==> src/rtl/sort_scheduler.sv <==
// sort_scheduler: shares one pipelined sort engine (latency NUM_VALS) among
// NUM_REQ requesters. Round-robin arbitration, issue register plus a tag
// pipeline carrying the requester id, result FIFO draining to a valid/ready
// response port, and an occupancy credit that keeps the FIFO from overflowing.
//
// Ports:
//   clk, rst                  clock, asynchronous active-high reset
//   req_valid/req_ready       per-requester handshake (req_ready is one-hot)
//   req_data                  requester i at slice i*NUM_VALS*SIZE
//   sort_data/sort_valid      issue to the sort engine
//   sort_sorted/sort_done     result from the sort engine
//   resp_valid/ready/data/id  response port (head of result FIFO)
//   err_tag                   sticky: engine result and tag pipeline disagreed
//   busy                      vectors outstanding anywhere in the scheduler
//
// Optional feature: define SORT_SCHED_PERF_EN to add perf_clear, perf_issued
// and perf_stall (saturating 32-bit issue and credit-stall counters).
module sort_scheduler #(
   parameter int unsigned NUM_REQ    = 4,
   parameter int unsigned NUM_VALS   = 5,
   parameter int unsigned SIZE       = 16,
   parameter int unsigned FIFO_DEPTH = 8,
   localparam int unsigned IDW       = (NUM_REQ > 1) ? $clog2(NUM_REQ) : 1,
   localparam int unsigned VEC_W     = NUM_VALS * SIZE
) (
   input  logic                       clk,
   input  logic                       rst,
   input  logic [NUM_REQ-1:0]         req_valid,
   output logic [NUM_REQ-1:0]         req_ready,
   input  logic [NUM_REQ*VEC_W-1:0]   req_data,
   output logic [VEC_W-1:0]           sort_data,
   output logic                       sort_valid,
   input  logic [VEC_W-1:0]           sort_sorted,
   input  logic                       sort_done,
   output logic                       resp_valid,
   input  logic                       resp_ready,
   output logic [VEC_W-1:0]           resp_data,
   output logic [IDW-1:0]             resp_id,
   output logic                       err_tag,
   output logic                       busy
`ifdef SORT_SCHED_PERF_EN
   ,
   input  logic                       perf_clear,
   output logic [31:0]                perf_issued,
   output logic [31:0]                perf_stall
`endif
);

   localparam int unsigned AW = (FIFO_DEPTH > 1) ? $clog2(FIFO_DEPTH) : 1;
   localparam int unsigned CW = $clog2(FIFO_DEPTH + 1);

   logic [IDW-1:0]     rr_ptr;
   logic [IDW-1:0]     gnt_id;
   logic [IDW-1:0]     cand;
   logic               found;
   logic [NUM_REQ-1:0] gnt;
   logic [VEC_W-1:0]   req_vec [NUM_REQ];
   logic [VEC_W-1:0]   gnt_data;
   logic [CW-1:0]      inflight;
   logic               credit_ok;
   logic               accept;
   logic               pop;
   logic               push;

   logic [NUM_VALS:0]  tag_v;
   logic [IDW-1:0]     tag_id [NUM_VALS+1];

   logic [VEC_W-1:0]   fifo_data [FIFO_DEPTH];
   logic [IDW-1:0]     fifo_id   [FIFO_DEPTH];
   logic [AW-1:0]      wr_ptr;
   logic [AW-1:0]      rd_ptr;
   logic [CW-1:0]      count;

   // Unpack the flat request bus
   always_comb begin
      for (int unsigned i = 0; i < NUM_REQ; i++) begin
         req_vec[i] = req_data[i*VEC_W +: VEC_W];
      end
   end

   // Round-robin search starting at rr_ptr, wrapping modulo NUM_REQ
   always_comb begin
      found  = 1'b0;
      gnt_id = '0;
      cand   = '0;
      for (int unsigned k = 0; k < NUM_REQ; k++) begin
         cand = IDW'((32'(rr_ptr) + k) % NUM_REQ);
         if (!found && req_valid[cand]) begin
            found  = 1'b1;
            gnt_id = cand;
         end
      end
      gnt      = found ? (NUM_REQ'(1) << gnt_id) : '0;
      gnt_data = req_vec[gnt_id];
   end

   // Credit uses registered occupancy only; no path from resp_ready
   assign credit_ok = (inflight != CW'(FIFO_DEPTH));
   assign req_ready = (rst || !credit_ok) ? '0 : gnt;
   assign accept    = |(req_valid & req_ready);
   assign pop       = resp_valid & resp_ready;
   assign push      = sort_done & tag_v[NUM_VALS];
   assign busy      = (inflight != '0);

   // Arbitration pointer and occupancy counter
   always_ff @(posedge clk or posedge rst) begin
      if (rst) begin
         rr_ptr   <= '0;
         inflight <= '0;
      end else begin
         if (accept) begin
            rr_ptr <= IDW'((32'(gnt_id) + 32'd1) % NUM_REQ);
         end
         case ({accept, pop})
            2'b10:   inflight <= inflight + CW'(1);
            2'b01:   inflight <= inflight - CW'(1);
            default: inflight <= inflight;
         endcase
      end
   end

   // Issue register and tag pipeline; tag_v[NUM_VALS] lines up with sort_done
   always_ff @(posedge clk or posedge rst) begin
      if (rst) begin
         sort_valid <= 1'b0;
         sort_data  <= '0;
         tag_v      <= '0;
         for (int unsigned k = 0; k <= NUM_VALS; k++) begin
            tag_id[k] <= '0;
         end
      end else begin
         sort_valid <= accept;
         if (accept) begin
            sort_data <= gnt_data;
         end
         tag_v     <= {tag_v[NUM_VALS-1:0], accept};
         tag_id[0] <= gnt_id;
         for (int unsigned k = 1; k <= NUM_VALS; k++) begin
            tag_id[k] <= tag_id[k-1];
         end
      end
   end

   // Sticky error when engine done and tag validity disagree
   always_ff @(posedge clk or posedge rst) begin
      if (rst) begin
         err_tag <= 1'b0;
      end else if (sort_done != tag_v[NUM_VALS]) begin
         err_tag <= 1'b1;
      end
   end

   // FIFO storage (not reset; outputs are masked while empty)
   always_ff @(posedge clk) begin
      if (push) begin
         fifo_data[wr_ptr] <= sort_sorted;
         fifo_id[wr_ptr]   <= tag_id[NUM_VALS];
      end
   end

   // FIFO pointers and occupancy; push+pop together leaves count unchanged
   always_ff @(posedge clk or posedge rst) begin
      if (rst) begin
         wr_ptr <= '0;
         rd_ptr <= '0;
         count  <= '0;
      end else begin
         if (push) begin
            wr_ptr <= wr_ptr + AW'(1);
         end
         if (pop) begin
            rd_ptr <= rd_ptr + AW'(1);
         end
         case ({push, pop})
            2'b10:   count <= count + CW'(1);
            2'b01:   count <= count - CW'(1);
            default: count <= count;
         endcase
      end
   end

   assign resp_valid = (count != '0);
   assign resp_data  = resp_valid ? fifo_data[rd_ptr] : '0;
   assign resp_id    = resp_valid ? fifo_id[rd_ptr]   : '0;

`ifdef SORT_SCHED_PERF_EN
   // Saturating issue and credit-stall counters
   always_ff @(posedge clk or posedge rst) begin
      if (rst) begin
         perf_issued <= '0;
         perf_stall  <= '0;
      end else if (perf_clear) begin
         perf_issued <= '0;
         perf_stall  <= '0;
      end else begin
         if (accept && (perf_issued != '1)) begin
            perf_issued <= perf_issued + 32'd1;
         end
         if ((|req_valid) && !credit_ok && (perf_stall != '1)) begin
            perf_stall <= perf_stall + 32'd1;
         end
      end
   end
`endif

endmodule

==> config.mk <==
export PLATFORM = sky130hd
export DESIGN_NAME = sort_scheduler
export DESIGN_NICKNAME = d
export VERILOG_FILES = /design/src/rtl/sort_scheduler.sv
export SDC_FILE = /design/constraint.sdc
export NUM_CORES = 1
export LEC_CHECK = 0
export BUFFER_PORTS_ARGS = -buffer_cell sky130_fd_sc_hd__buf_2
export CAP_MARGIN = 10
export CORE_UTILIZATION = 47
export CTS_BUF_LIST = sky130_fd_sc_hd__clkbuf_8 sky130_fd_sc_hd__clkbuf_16
export DETAILED_ROUTE_END_ITERATION = 10
export PLACE_DENSITY = 0.78
export SYNTH_ARGS = -nofsm -noshare
export SYNTH_HDL_FRONTEND = slang
export SYNTH_SLANG_ARGS = --single-unit
export TNS_END_PERCENT = 100
==> constraint.sdc <==
create_clock -name clk -period 6.65 [get_ports clk]
set_clock_uncertainty 0.2 [all_clocks]
set_input_delay 0.665 -clock clk [delete_from_list [all_inputs] [get_ports clk]]
set_output_delay 0.665 -clock clk [all_outputs]
set_load 0.02 [all_outputs]
==> results by stage, run 1 <==
Route:
- In the final routed layout, each cell accounts on average for 28.2 um.
- Summing over every cut layer, the via total after detailed routing is 18015.
- For this run, the detailed router's first-pass iteration total came to 5.
- The initial DRC count is 1506.
- After detailed routing, the number of remaining DRC violations is 0.
- The via density per instance is 5.73.
- In this run the remaining antenna-violating nets after routing total 0.
- The routed design has 88600 um of wire.

Synthesis:
- After synthesis, the share of flip-flops with an asynchronous set or reset is 14.9%.
- The post-synthesis instance area is 31200 sq um.
- By area, the combinational part of the netlist is dominated by multiplexers.
- The netlist uses 38 different library cells.
- The xor-xnor portion of the synthesized cell area is 0.365%.
- The post-synthesis net count is 2033.
- After synthesis, flip-flops and latches occupy 72.3% of the total area.
- Summing the areas of all compound-gate instances in the mapped netlist gives 2.58% of the synthesized area.
- The count of flip-flops with a built-in enable after synthesis is 656.
- Synthesis handed over a netlist of 1614 instances.
- Of the total synthesized cell area, the portion taken by full adders, half adders and majority gates is 0.489%.
- Summing the areas of all and, or, nand and nor instances in the mapped netlist gives 2.51% of the synthesized area.
- The number of synthesized register bits is 771.
- In the synthesized netlist the dominant register cell turns out to be sky130_fd_sc_hd__edfxtp_1.
- The yosys synthesis warning count is 0.
- The post-synthesis average cell area is 19.3 sq um.
- The portion of synthesized area spent on multiplexers is 19.7%.

Run status:
- The run finished with clean final reports.

Clocking:
- The number of hold buffers added after CTS was 1.
- After clock tree synthesis, the repair step resized 0 gates.
- The TritonCTS clock tree is done.
- The H-tree depth is 3.
- The number of CTS-inserted buffers is 80.
- The clock tree root buffer cell is sky130_fd_sc_hd__clkbuf_16.
- Clock-pin slew was measured on the worst setup and hold paths at 0.06 ns.
- The number of buffers inserted to repair setup after CTS is 0.
- The maximum number of buffers from clock root to sink is 3.
- The clock latency on the worst-skew pair is 0.63 ns.
- The count of clock tree sinks is 771.

Global routing:
- The number of global-route vias before repair is 18558.
- The maximum number of pins on one net before global-route repair is 135.
- The initial antenna violation count is 27.
- The first global-routing pass estimated 126000 um of wire.
- Global routing consumed, over all layers together, 26.1% of the routing resources.
- After global routing the overflow that remains totals 0.

Floorplanning:
- From bottom edge to top edge, the die measures 260 um.
- The area enclosed by the die boundary is 67400 sq um.
- The top-level I/O count is 578.
- The initial cell density of the core is 47.5%.
- The floorplan step defined a core boundary enclosing 65700 sq um.
- The floorplan has 94 rows.
- Measured along the x axis, the die boundary spans 260 um.

Worst setup path:
- The type of origin of the critical path is a flop.
- STA classifies the critical path endpoint as an output pin.
- Traced cell by cell, the critical path runs through buf_4, mux4_2, mux2i_1, nor2_1, buf_2.
- The required time of the worst setup path is 5.78 ns.
- The setup check on the worst reg-to-reg path leaves a slack of 3.06 ns.
- The critical setup path kind is reg -> out.
- The highest cell delay on the worst timing path is 1.10 ns.
- The most critical setup path has its startpoint at rd_ptr[0].
- Among all stages on the critical path, the largest delay is contributed by sky130_fd_sc_hd__dfrtp_4.
- Data on the critical path arrives at its endpoint at 3.56 ns.
- Following the worst setup path forward leads to its endpoint at resp_data[68].
- Along the worst path, the maximum fanout reaches 51.
- The startpoint of the lowest-slack register-to-register path is inflight[0].
- The endpoint of the worst-slack reg-to-reg timing path is inflight[3].
- The cell count of the worst reg-to-reg path is 10.

Timing:
- The final count of pins violating max slew is 0.
- The number of setup violations in the final report is 0.
- Setup repair after global routing left no endpoint under its margin.
- The relative slew slack is 27.8%.
- After layout, the worst path uses 66.5% of the clock period.
- Adding up every negative setup slack in the final design gives 0 ns.
- The transition time at the pin with the least slew margin is 1.08 ns.
- The top achievable clock speed is 0.226 GHz.
- The clock period minus worst slack is 4.42 ns.
- The number of failing hold endpoints at the final stage is 0.
- The worst hold margin is 0.0992 ns.

Hold path:
- The worst min-delay path class is in -> reg.
- The hold path startpoint is sort_sorted[71].

Flow run:
- The number of max-capacitance violations reported is 0.

Power:
- The leakage power figure is 14.3 nW.
- The power per standard cell area is 444 nW/um^2.
- The worst voltage drop across the vdd grid is 334 uV.

Final layout:
- In the final layout, flip-flops and latches occupy 22600 sq um.
- In the final layout, the multi-input gates occupy 8120 sq um.
- Leaving out fill and tap cells, the most frequent cell in the layout is sky130_fd_sc_hd__edfxtp_1.
- Of the cells placed in the final design, the portion with a size suffix greater than 1 is 40.5%.
- The area growth from synthesis to layout is 20.9%.
- The number of filler cells placed in the layout is 4871.
- The net count of the finished layout is 2620.
- The finished layout holds 3145 standard cells, fillers aside.
- The top cell types in the final layout, fill and taps aside, are sky130_fd_sc_hd__edfxtp_1, sky130_fd_sc_hd__buf_2, sky130_fd_sc_hd__mux2i_1.

Place:
- The wire-length estimate of the detail-placed layout is 57900 um.
- In this run, placement finished with an instance count of 2982.
- The final estimated routing congestion in global placement is 1.04.
- During placement, the flow inserted port buffers numbering 577.
==> sequential cells by signal, summed over array words and instances, names as in the netlist <==
| signal | count |
|---|---|
| count | 4 |
| err_tag | 1 |
| fifo_data | 640 |
| fifo_id | 16 |
| inflight | 4 |
| rd_ptr | 3 |
| rr_ptr | 2 |
| sort_data | 80 |
| tag_id | 12 |
| tag_v | 6 |
| wr_ptr | 3 |
==> final cells by class <==
cell class              count  share of cell area, %
diodes                     16                  0.106
multi-input cells         728                   21.5
clock buffers              87                   5.65
flip-flops and latches    771                   59.8
inverters                  15                  0.162
well taps                 864                   2.86
repair buffers            605                   8.35
clock inverters            59                   1.50
==> layer usage <==
layer / share of wire, % / global-route usage, % / up-vias
li1: - / - / 7718
met1: 37 / 32.2 / 9263
met2: 52 / 44.6 / 846
met3: 7.3 / 5.97 / 170
met4: 3.7 / 10.0 / 18
met5: 0.13 / 0 / -
==> stage by stage <==
step	power [W]	setup slack (ns)	utilization, %	instance area, sq um
finish	0.0167	2.23	57.4	37700
global route	0.0174	1.97	57.4	37700
CTS	0.0169	2.10	57.3	37700
detailed placement	0.0123	2.88	53.2	35000
global placement	0.0122	2.95	53.2	35000
floorplan	0.0103	1.44	-	31200
==> worst max-delay path, delay by kind of cell (launching register included) <==
kind	cells	cell delay (ns)
buf+inv	2	0.85
mux	2	0.82
simple gates	1	0.12
flops	1	1.10
==> cell families (layout without fill, tap and decap cells) <==
| family | Yosys count | in the layout |
|---|---|---|
| fa+ha+maj | 11 | 11 |
| buf+inv | 115 | 766 |
| simple gates | 198 | 198 |
| other cells | 0 | 16 |
| flops | 771 | 771 |
| compound gates | 96 | 96 |
| xor+xnor | 13 | 13 |
| mux | 410 | 410 |
==> how the worst min path moves through the flow <==
stage	endpoint	slack, ns	cells past startpoint
floorplan	tag_id[0]	0.13	0
finish	fifo_data[1][71]	0.1	1
detailed placement	tag_id[8]	0.13	0
global route	fifo_data[7][24]	0.09	1
CTS	fifo_data[1][71]	0.07	1
global placement	tag_id[2]	0.13	0
==> synth_stat cells (2+ instances only) <==
| library cell | n | area share, % |
|---|---|---|
| sky130_fd_sc_hd__a21o_1 | 2 | 0.048 |
| sky130_fd_sc_hd__a21oi_1 | 5 | 0.080 |
| sky130_fd_sc_hd__buf_1 | 8 | 0.096 |
| sky130_fd_sc_hd__buf_2 | 32 | 0.51 |
| sky130_fd_sc_hd__buf_4 | 5 | 0.12 |
| sky130_fd_sc_hd__buf_6 | 17 | 0.61 |
| sky130_fd_sc_hd__clkbuf_1 | 38 | 0.46 |
| sky130_fd_sc_hd__dfrtp_1 | 115 | 9.2 |
| sky130_fd_sc_hd__edfxtp_1 | 656 | 63 |
| sky130_fd_sc_hd__fa_1 | 2 | 0.13 |
| sky130_fd_sc_hd__ha_1 | 9 | 0.36 |
| sky130_fd_sc_hd__inv_1 | 13 | 0.16 |
| sky130_fd_sc_hd__inv_2 | 2 | 0.024 |
| sky130_fd_sc_hd__mux2_2 | 2 | 0.072 |
| sky130_fd_sc_hd__mux2i_1 | 243 | 7.8 |
| sky130_fd_sc_hd__mux4_2 | 164 | 12 |
| sky130_fd_sc_hd__nand2_1 | 87 | 1.0 |
| sky130_fd_sc_hd__nand2b_1 | 6 | 0.12 |
| sky130_fd_sc_hd__nor2_1 | 95 | 1.1 |
| sky130_fd_sc_hd__nor3_1 | 3 | 0.048 |
| sky130_fd_sc_hd__nor4_1 | 2 | 0.040 |
| sky130_fd_sc_hd__o21ai_0 | 3 | 0.048 |
| sky130_fd_sc_hd__o221ai_1 | 79 | 2.2 |
| sky130_fd_sc_hd__xnor2_1 | 7 | 0.20 |
| sky130_fd_sc_hd__xor2_1 | 6 | 0.17 |
==> report_power, final <==
group,internal [W],switching [W]
sequential,0.00592,0.000571
clock,0.00264,0.00188
combinational,0.00232,0.00342
total,0.0109,0.00587
Power figures use the tool's default switching activity.
==> inputs of run 2 (changes only) <==
--- a/config.mk
+++ b/config.mk
@@ -10,7 +10,7 @@
 export CORE_UTILIZATION = 47
 export CTS_BUF_LIST = sky130_fd_sc_hd__clkbuf_8 sky130_fd_sc_hd__clkbuf_16
 export DETAILED_ROUTE_END_ITERATION = 10
-export PLACE_DENSITY = 0.78
+export PLACE_DENSITY = 0.75
 export SYNTH_ARGS = -nofsm -noshare
 export SYNTH_HDL_FRONTEND = slang
 export SYNTH_SLANG_ARGS = --single-unit
==> constraint.sdc (replaced) <==
create_clock -name clk -period 4.1 [get_ports clk]
set_clock_uncertainty 0.2 [all_clocks]
set_input_delay 0.41 -clock clk [delete_from_list [all_inputs] [get_ports clk]]
set_output_delay 0.41 -clock clk [all_outputs]
set_load 0.02 [all_outputs]
==> results by stage, run 2 (synthesized netlist as in run 1, its figures left out) <==
Timing:
- The clock period minus worst slack is 3.85 ns.
- Setup repair after global routing left no endpoint under its margin.
- The transition time at the pin with the least slew margin is 0.976 ns.
- Setup violations remaining at the end of the flow were counted as 0.
- The number of failing hold endpoints at the final stage is 0.
- The ratio of final minimum period to clock period is 93.9%.
- The final count of pins violating max slew was 0.
- The worst hold margin is 0.00195 ns.
- The top achievable clock speed is 0.260 GHz.
- Headroom to the max-slew limit came out at 35.0%.

Worst setup path:
- Walking the worst path, the cells encountered are a21oi_1, o21ai_1, o2bb2a_4, buf_12, buf_12, mux2i_1, dlygate4sd3_1, o221ai_1, dlygate4sd3_1.
- The worst setup path is captured at a flop.
- The last element of the critical path is sort_data[63].
- The critical setup path kind is reg -> reg.
- The cell count of the worst reg-to-reg path is 9.
- The buffering stage count on the worst path with inverters included is 4.
- On the critical path, the stage with the largest delay is an instance of sky130_fd_sc_hd__o2bb2a_4.
- The endpoint identified for the worst register-to-register timing path is sort_data[63].
- Of all nets on the critical path, the largest fanout is 38.
- The timing startpoint of the critical path is rr_ptr[1].
- STA classifies the critical path startpoint as a flop.
- The category of cells accounting for the largest share of critical-path delay is buffers and inverters.
- On the worst path, the slowest cell contributes a delay of 0.65 ns.
- In this run the number of cells on the critical path is 9.
- The slack of the worst reg-to-reg path is 0.25 ns.
- The startpoint of the lowest-slack register-to-register path is rr_ptr[1].
- Data arrives at the worst endpoint at 4.16 ns.
- The required time of the worst setup path is 4.41 ns.

Power:
- The total chip power is 0.0282 W.
- Dividing total power by cell area gives a power density of 683 nW/um^2.
- The leakage power figure is 15.8 nW.
- Across the VDD grid, the largest voltage drop is 411 uV.

Clocking:
- TritonCTS built the clock tree.
- The number of buffers inserted to repair setup after CTS is 0.
- The H-tree depth is 3.
- The clock-pin slew on the worst setup and hold paths is 0.06 ns.
- Clock tree synthesis found a total of 771 sinks.
- The number of CTS-inserted buffers is 78.
- The root buffer cell chosen for the clock tree is sky130_fd_sc_hd__clkbuf_16.
- In this run, post-CTS repair resized a total of 0 instances.
- The clock latency on the worst-skew pair is 0.63 ns.
- The total of hold buffers inserted after clock tree synthesis is 315.
- The clock passes through at most 3 buffers.

Run status:
- The flow ran to the end, and the final reports show no timing, DRC or antenna violations.

Place:
- The final estimated routing congestion in global placement is 1.01.
- Input and output buffers added on the ports amount to 577.
- The post-detailed-placement half-perimeter wirelength is 59800 um.
- The placed instances occupy a cell area of 35400 sq um.
- The count of placed standard cells including taps is 3007.

Global routing:
- Global routing finished with a remaining overflow of 0.
- Across every metal layer, demand over resource in global routing totals 27.4%.
- The first-pass GRT wire length is 134000 um.
- Entering global routing, the biggest net connects 85 pins.
- The initial antenna violation count came to 24.
- The number of global-route vias before repair came to 20390.

Final layout:
- The number of nets in the finished design is 2957.
- In the layout the commonest cells are sky130_fd_sc_hd__edfxtp_1, sky130_fd_sc_hd__buf_2, sky130_fd_sc_hd__dlygate4sd3_1.
- The area overhead of the layout relative to synthesis is 32.1%.
- The end-of-flow core utilization is 62.7%.
- Ranked by flip-flop count, first place goes to fifo_data.
- The largest registers in the layout are fifo_data (640), sort_data (80), fifo_id (16).
- The number of filler cells placed in the layout is 4627.
- The final cell count without fillers is 3484.
- The post-route netlist has 36.0% of its cells at a drive strength greater than 1.
- The number of flip-flops in the largest register is 640.
- The leading cell type in the layout, fill and taps excluded is sky130_fd_sc_hd__edfxtp_1.
- The finished cells cover 41200 sq um.

Hold path:
- The worst min-delay path class is in -> reg.
- In this run the most critical hold path is launched from req_data[31].

Route:
- The routed design has 92000 um of wire.
- The total via count after detailed routing is 19513.
- The length of the first detailed-routing pass in iterations is 5.
- In the routed layout, each cell is associated on average with a via count of 5.60.
- In this run, the number of DRC markers left after iteration 0 of detailed routing was 1469.
- In the final routed layout, each cell accounts on average for 26.4 um.
- For this run, design rule violations remaining after detail routing come to 0.
- Once detail routing completed, the nets flagged for antenna violations numbered 0.

Floorplanning:
- The core area is 65700 sq um.
- The initial cell density of the core is 47.5%.
- The die extent in x is 260 um.
- The floorplan step defined a die boundary enclosing 67400 sq um.
- Pin placement for this block handled 578 I/O pins.
- The number of rows created at floorplan is 94.
- Measured along the y axis, the die boundary spans 260 um.

Flow run:
- The tool flagged a number of max-cap violations equal to 0.
-- run 2: cell count changes in the layout (fill, tap and decap cells not counted), sizes merged --
| cell | before | now |
|---|---|---|
| buf | 604 | 629 |
| bufinv | 8 | 9 |
| clkbuf | 87 | 83 |
| clkinv | 34 | 29 |
| clkinvlp | 5 | 8 |
| diode | 16 | 19 |
| dlygate4sd3 | 1 | 315 |
| inv | 27 | 29 |
-- run 2: layer usage --
metal,GRT usage (%),part of all wire [%],up-vias
met5,0,0.059,-
met1,34.2,38,10034
met3,5.30,7.0,180
met4,13.4,4.6,8
li1,-,-,8397
met2,46.0,51,894
-- run 2: power by group --
| group | switching (W) | internal [W] | total [W] |
|---|---|---|---|
| Sequential | 0.000811 | 0.00959 | 0.0104 |
| Clock | 0.00300 | 0.00418 | 0.00719 |
| Combinational | 0.00585 | 0.00474 | 0.0106 |
| Total | 0.00966 | 0.0185 | 0.0282 |
-- run 2: final cells by class --
cell class | count | area, sq um | share of cell area [%]
Tap cell | 864 | 1080 | 2.62
Antenna cell | 19 | 47.5 | 0.115
Clock buffer | 83 | 2030 | 4.93
Clock inverter | 60 | 593 | 1.44
Timing Repair Buffer | 944 | 6690 | 16.2
Multi-Input combinational cell | 728 | 8120 | 19.7
Sequential cell | 771 | 22600 | 54.8
Inverter | 15 | 61.3 | 0.149
-- run 2: how the worst min path moves through the flow --
| stage | endpoint | slack, ns | depth (start not counted) |
|---|---|---|---|
| 2_1_floorplan | tag_id[0] | 0.13 | 0 |
| 3_3_place_gp | tag_id[5] | 0.13 | 0 |
| 3_5_place_dp | tag_id[5] | 0.13 | 0 |
| 4_1_cts | sort_data[31] | 0.0002 | 3 |
| 5_1_grt | sort_data[31] | 0.02 | 3 |
| 6_report | sort_data[31] | 0.002 | 3 |
-- run 2: stage by stage --
step	setup WS [ns]	TNS (ns)
after floorplan	-0.858	-442.63
after global routing	0.0993	0
final	0.248	0
after global placement	1.12	0
after CTS	0.280	0
after detailed placement	1.10	0
-- run 2: tightest hold or removal path: cells and delay by family --
kind / cells / cell delay (ns)
buffers and inverters: 1 / 0.08
AOI/OAI and AO/OA: 1 / 0.18
muxes: 1 / 0.10
